===== src/rtl/led128_io_sequencer.sv =====
// LED-128 host I/O sequencer: latches masked shares, sequences core reset/run, returns ciphertext shares.
// Optional RUN-state watchdog enabled by defining LED128_IO_WATCHDOG_EN.
module led128_io_sequencer #(
  parameter int NUM_SHARES   = 3,
  parameter int BLOCK_W      = 64,
  parameter int KEY_W        = 128,
  parameter int RST_CYCLES   = 2,
  parameter int DONE_TIMEOUT = 512
) (
  input  logic                          clk,
  input  logic                          rst,
  input  logic                          in_valid,
  output logic                          in_ready,
  input  logic [NUM_SHARES*BLOCK_W-1:0] pt_shares,
  input  logic [NUM_SHARES*KEY_W-1:0]   key_shares,
  output logic                          core_rst,
  output logic [NUM_SHARES*BLOCK_W-1:0] core_pt,
  output logic [NUM_SHARES*KEY_W-1:0]   core_key,
  input  logic                          core_done,
  input  logic [NUM_SHARES*BLOCK_W-1:0] core_ct,
  output logic                          out_valid,
  input  logic                          out_ready,
  output logic [NUM_SHARES*BLOCK_W-1:0] ct_shares,
  output logic                          busy,
  output logic                          timeout_err
);

  localparam logic [1:0] S_IDLE  = 2'd0;
  localparam logic [1:0] S_START = 2'd1;
  localparam logic [1:0] S_RUN   = 2'd2;
  localparam logic [1:0] S_OUT   = 2'd3;

  localparam logic [3:0] RST_LAST = 4'(RST_CYCLES);

  logic [1:0] state;
  logic [3:0] rst_cnt;

  // Gated by rst so the host never sees acceptance while the sequencer is held in reset.
  assign in_ready = (state == S_IDLE) && !rst;
  assign busy     = (state != S_IDLE);

`ifdef LED128_IO_WATCHDOG_EN
  localparam logic [9:0] TIMEOUT_LAST = 10'(DONE_TIMEOUT - 1);
  logic [9:0] run_cnt;
`else
  assign timeout_err = 1'b0;
`endif

  always_ff @(posedge clk) begin
    if (rst) begin
      state     <= S_IDLE;
      rst_cnt   <= '0;
      core_rst  <= 1'b1;
      out_valid <= 1'b0;
      core_pt   <= '0;
      core_key  <= '0;
      ct_shares <= '0;
`ifdef LED128_IO_WATCHDOG_EN
      run_cnt     <= '0;
      timeout_err <= 1'b0;
`endif
    end else begin
      case (state)
        S_IDLE: begin
          if (in_valid && in_ready) begin
            core_pt  <= pt_shares;
            core_key <= key_shares;
            rst_cnt  <= '0;
            state    <= S_START;
          end
        end
        S_START: begin
          // core_rst releases 1+RST_CYCLES cycles after the accept edge.
          if (rst_cnt == RST_LAST) begin
            core_rst <= 1'b0;
            state    <= S_RUN;
`ifdef LED128_IO_WATCHDOG_EN
            run_cnt  <= '0;
`endif
          end else begin
            rst_cnt <= rst_cnt + 4'd1;
          end
        end
        S_RUN: begin
          // Only the first cycle of the done train is captured; the rest land in OUT/IDLE.
          if (core_done) begin
            ct_shares <= core_ct;
            out_valid <= 1'b1;
            core_rst  <= 1'b1;
            state     <= S_OUT;
          end
`ifdef LED128_IO_WATCHDOG_EN
          else if (run_cnt == TIMEOUT_LAST) begin
            timeout_err <= 1'b1;
            core_rst    <= 1'b1;
            state       <= S_IDLE;
          end else begin
            run_cnt <= run_cnt + 10'd1;
          end
`endif
        end
        S_OUT: begin
          if (out_ready) begin
            out_valid <= 1'b0;
            state     <= S_IDLE;
          end
        end
        default: begin
          core_rst  <= 1'b1;
          out_valid <= 1'b0;
          state     <= S_IDLE;
        end
      endcase
    end
  end

endmodule


===== config.mk =====
export PLATFORM = sky130hd
export DESIGN_NAME = led128_io_sequencer
export DESIGN_NICKNAME = d
export VERILOG_FILES = /design/src/rtl/led128_io_sequencer.sv
export SDC_FILE = /design/constraint.sdc
export NUM_CORES = 2
export LEC_CHECK = 0
export BUFFER_PORTS_ARGS = -buffer_cell sky130_fd_sc_hd__buf_2
export CORE_AREA = 2 2 597 599
export CTS_BUF_LIST = sky130_fd_sc_hd__clkbuf_16
export CTS_CLUSTER_DIAMETER = 60
export DETAILED_ROUTE_END_ITERATION = 8
export DIE_AREA = 0 0 599 601
export GPL_TIMING_DRIVEN = 0
export PLACE_DENSITY = 0.35
export SETUP_SLACK_MARGIN = 0.3
export SLEW_MARGIN = 10
export SYNTH_ARGS = -nofsm -noshare
export SYNTH_HDL_FRONTEND = slang
export SYNTH_SLANG_ARGS = --single-unit
export TNS_END_PERCENT = 20

===== constraint.sdc =====
create_clock -name clk -period 1.8 [get_ports clk]
set_input_delay 0 -clock clk [delete_from_list [all_inputs] [get_ports clk]]
set_output_delay 0 -clock clk [all_outputs]
set_load 0.01 [all_outputs]

== Word level (Yosys, flattened, before mapping) ==
Index checks and enable logic that the tools add are counted.
Widths: inputs -> output; s select.

* Flip-flop bits (word level): 776
* Bits in latches: 0
* Memory bits (writable): 0
* Memory bits (read-only): 0
* Input port bits: 773
* Output and inout port bits: 773
* Word-level logic and storage cells: 44
* Memories kept: 0

* $add $sub $neg: 1
* Multipliers: 0
* Div/mod/pow operators: 0
* Order comparisons: 0
* Eq/ne operators: 9
* Shifts and indexed selects: 0
* Mux-type cells: 13
* Bitwise operators: 0
* Reduce and logical (&&, ||, !) cells: 14

{| class="wikitable"
|+ Operators by type and width
! kind !! number
|-
| $reduce_and 3->1 || 3
|-
| $mux 2 || 4
|-
| $mux 4 || 2
|-
| $ne 2x2->1 const B || 4
|-
| $pmux 2 s4 || 1
|-
| $pmux 4 s2 || 1
|-
| $reduce_bool 2->1 || 4
|-
| $add 4x1->4 const B || 1
|-
| $eq 2x2->1 const B || 2
|-
| $eq 4x2->1 const B || 1
|-
| $pmux 1 s2 || 2
|-
| $reduce_and 2->1 || 2
|-
| $reduce_and 4->1 || 1
|-
| $mux 1 || 3
|-
| $eq 2x1->1 const B || 1
|-
| $logic_and 1x1->1 || 2
|-
| $logic_not 2->1 || 1
|-
| $ne 2x1->1 const B || 1
|-
| $logic_not 1->1 || 1
|}

== Logic depth before layout (Yosys ltp) ==
* Depth after elaboration: 5
* Depth in mapped cells: 9
* Gate-level depth less buffers: 6

== Least setup slack after synthesis ==
No wires, ideal clock.

* Path kind: register to register
* From: register state[0]
* To: register core_pt[136]
* Setup time: 0.128 ns
* Arrival: 1.511 ns
* Required time: 1.672 ns
* Path slack: 0.161 ns
* Cell stages (with the launch flop): 10
* Path buffers: 4
* Period minus slack after synthesis: 1.639 ns
* Cell sequence: dfxtp_1 -> inv_1 -> ha_1 -> and3b_1 -> buf_4 -> buf_8 -> buf_6 -> buf_4 -> nand2_1 -> o21ai_0

* Longest elaborated chain between the ends: 4

{| class="wikitable"
|+ Ends and longest elaborated chain
! what !! RTL line !! source
|-
| from (decl) || 35 || <nowiki>logic [1:0] state;</nowiki>
|-
| from (signal assigned) || 51 || <nowiki>state <= S_IDLE;</nowiki>
|-
| from (signal assigned) || 69 || <nowiki>state <= S_START;</nowiki>
|-
| from (signal assigned) || 76 || <nowiki>state <= S_RUN;</nowiki>
|-
| $logic_not 2->1 * || 39, 63 ||
|-
| $logic_and 1x1->1 || 39 || <nowiki>assign in_ready = (state == S_IDLE) && !rst;</nowiki>
|-
| $logic_and 1x1->1 || 65 || <nowiki>if (in_valid && in_ready) begin</nowiki>
|-
| $reduce_and 2->1 (no line) * || - ||
|-
| to (signal assigned) || 66 || <nowiki>core_pt <= pt_shares;</nowiki>
|-
| to (decl) || 17 || <nowiki>output logic [NUM_SHARES*BLOCK_W-1:0] core_pt,</nowiki>
|}

Every way passes the cells marked *; elsewhere a longest branch is shown, timed or not.
A chain may end at the register's enable or synchronous reset.

== Worst setup path in the final report ==
* From: register state[1]
* To: register core_key[312]

* Longest elaborated chain between the ends: 4

{| class="wikitable"
|+ Ends and longest elaborated chain
! what !! RTL line !! source
|-
| $logic_not 2->1 * || 39, 63 ||
|-
| $logic_and 1x1->1 || 39 ||
|-
| $logic_and 1x1->1 || 65 ||
|-
| $reduce_and 2->1 (no line) * || - ||
|-
| to (signal assigned) || 67 || <nowiki>core_key <= key_shares;</nowiki>
|-
| to (decl) || 18 || <nowiki>output logic [NUM_SHARES*KEY_W-1:0] core_key,</nowiki>
|}

Marked as above.

==> flow_summary.toml <==
[run_status]
status = "complete, but fails checks"
violations = "setup timing"

[clocking]
cts_buffers = 141
cts-root-buf = "clkbuf_16"
clock-sinks = 776
clockBufferDepth = 4
clkLatencyLatePin_ns = 0.85
cts_tree = "built"
htree_levels = 4
clk_pin_slew_ns = 0.06

[global_routing]
grt_pass1_vias = 38595
antenna_found_initial = 238
gr-total-overflow = 0
grtUsageTotal = 0.181
grt_first_pass_wirelength_microns = 422000
grt_max_degree = 12

[power_and_ir_drop]
power_density_mw_per_mm2 = 1130
power.share.combinational = 0.337
p_sw_mw = 27.6
seqPwrFrac = 0.292
peakVddDrop_mv = 0.612
leakage_nw = 27.9
p_sw_frac = 0.369
internal_power_mw = 47.2
pwr-share-clk = 0.371

[sta]
fin_setup_tns_ns = -83.57
period_share = 1.16
hold_violations = 0
post-route-min-period_ns = 2.09
setup_ws_ns = -0.287
slew_violations = 0
fmax_ghz = 0.479
slew-limit-headroom = 0.243
setup_viol = 575
rsz0062_at_grt = "yes"
fin_skew_ns = 0.0419
worst_pin_slew_ns = 1.14

[critical_path]
r2r_end = "core_key[312]"
crit_path_max_incr_delay_ns = 0.34
r2r_slack_ns = -0.29
cp-start-kind = "flop"
cp_max_fo = 5
critical_path.endpoint_type = "flop"
r2r_start = "state[1]"
crit_cells = 12
path_buf_inv = 8
crit_family = "buffers and inverters"
worstPathCellList = "inv_2 > ha_4 > and3b_2 > buf_12 > buf_16 > buf_12 > buf_16 > buf_6 > buf_12 > buf_12 > nand2_8 > o21ai_1"
r2r_cells = 12
critPathSlowestCell = "dfxtp_2"
cp.required_ns = 2.51
cp.arrival_ns = 2.80
path_class = "flop to flop"
crit_top_cell = "buf_12"

[route]
drtIter0Drc = 2139
final_antenna_net_count = 0
post-route-drc-count = 0
drt-total-wl_microns = 340000
firstDrtPassIters = 5
vias = 38392
detail_route.vias_per_cell = 3.35
wl_per_cell_microns = 29.7

[place]
gp_congestion = 1.02
io_buffer_count = 1543
hpwl_microns = 291000

[synth]
avgSynthCellArea_sq_um = 8.39
netlist_instances = 3399
syn_nets = 4179
ys_seq_area_frac = 0.545
synthesis.area_sq_mm = 0.0285
synth_cell_types = 29
ys_warn_count = 0
ys_seq_elements = 776

[min_path]
hp-start = "pt_shares[53]"
hold-path-cell-count = 4
hp-class = "input port to flop"
min_to = "core_pt[53]"

[cells_and_area]
syn_to_final_growth_pct = 132
final_util = 0.187
final_common_cell = "buf_2"
fin_nets = 7292
drive_gt1_frac = 0.378
mostFrequentLayoutCells = "buf_2 (1,569), dlygate4sd3_1 (1,299), dfxtp_1 (774)"

[die]
dieArea_sq_mm = 0.360
die_y_microns = 601
dieWidth_microns = 599
floorplan.initialDensity = 0.0806
rows = 219
io_pins = 1546
core_area_sq_mm = 0.354

[job]
drv_cap = 0
[per-stage QoR]
stage / total power, mW / hold WS [ns] / worst slack (ns) / std cells / instance area (sq um)
6_report: 74.8 / 0.0346 / -0.287 / 11450 / 66200
5_1_grt: 78.0 / -0.000116 / -0.337 / 11407 / 66100
4_1_cts: 74.4 / 0.00116 / -0.327 / 11328 / 63600
3_5_place_dp: 39.6 / 0.200 / -1.32 / 9693 / 42200
3_3_place_gp: 39.5 / 0.192 / -1.23 / 9693 / 42200
2_1_floorplan: 28.0 / 0.109 / 0.286 / 3399 / 28600
[area by class of cell]
type	count	area (sq um)
fillers	39686	288000
repair buffers	2971	23100
flip-flops and latches	776	15500
multi-input cells	2358	14100
well taps	4751	5940
clock buffers	142	3550
plain buffers	257	2610
clock inverters	106	1140
diodes	82	205
inverters	7	28.8
[layer usage]
metal,wire (microns),global-route usage
met1,130000,0.203
met2,161000,0.308
met3,34100,0.0764
met4,12900,0.0562
met5,921,0
[state kept, by name, indices dropped and copies added, names as in the netlist]
| signal | cells |
|---|---|
| rst_cnt | 4 |
| ct_shares | 192 |
| state | 2 |
| core_key | 384 |
| out_valid | 1 |
| core_rst | 1 |
| core_pt | 192 |
[what timing repair did]
item | in CTS | in global routing
buffers inserted | 64 | 17
gates resized for setup | 626 | 617
pin swaps | 118 | 118
endpoints found under the hold margin | 776 | 8
cloned | 32 | 16
endpoints found under the setup margin | 1033 | 960
hold buffers | 1291 | 8
[synthesized netlist by cell type]
cell type	number	area, sq um
nand4b_1	1	8.76
inv_1	7	26.3
buf_6	64	721
buf_4	6	45.0
a21oi_1	199	996
o221ai_1	2	17.5
and2_0	1	6.26
nor3_1	2	10.0
nand2_1	963	3610
a22oi_1	1	7.51
nor2_1	7	26.3
nand3_1	1	5.00
conb_1	1	3.75
o21ai_0	404	2020
nand3b_1	2	15.0
and2_1	1	6.26
clkbuf_2	23	115
buf_2	35	175
nor3b_1	1	7.51
nand2b_1	579	3620
and3b_1	1	8.76
ha_1	7	87.6
buf_1	8	30.0
nor2b_1	4	25.0
o41ai_1	2	17.5
o21ai_1	179	896
buf_8	1	15.0
dfxtp_1	776	15500
clkbuf_1	121	454
[worst register-to-register path, delay by kind of cell (launching register included)]
kind / cells / cell delay (ns)
fa+ha+maj: 1 / 0.16
simple gates: 2 / 0.30
compound gates: 1 / 0.07
buf+inv: 8 / 1.12
flops: 1 / 0.34
[power by group through the flow]
stage               clock [mW]  sequential, mW  combinational (mW)
floorplan                    0            23.0                4.97
global placement             0            22.1                17.4
detailed placement           0            22.2                17.4
CTS                       28.6            21.9                24.0
global route              29.2            22.2                26.7
finish                    27.7            21.9                25.2
[logic make-up after synthesis]
| logic type | count (synthesis) | share of synthesized area |
|---|---|---|
| AND/OR/NAND/NOR | 1563 | 0.258 |
| AO/OA/AOI/OAI | 787 | 0.139 |
| flip-flops | 776 | 0.545 |
| buffers and inverters | 265 | 0.0555 |
| adder cells (fa/ha/maj) | 7 | 0.00307 |
| other | 1 | 0.000131 |
[worst max path at each step]
| stage | slack [ns] | startpoint | end |
|---|---|---|---|
| global placement | -1.23 | state[0] | core_key[298] |
| finish | -0.29 | state[1] | core_key[312] |
| floorplan | 0.29 | state[0] | ct_shares[102] |
| global route | -0.34 | state[1] | core_key[294] |
| detailed placement | -1.32 | state[0] | core_key[309] |
| CTS | -0.33 | state[0] | core_key[46] |
No activity file was read; power rests on OpenSTA's default activity.
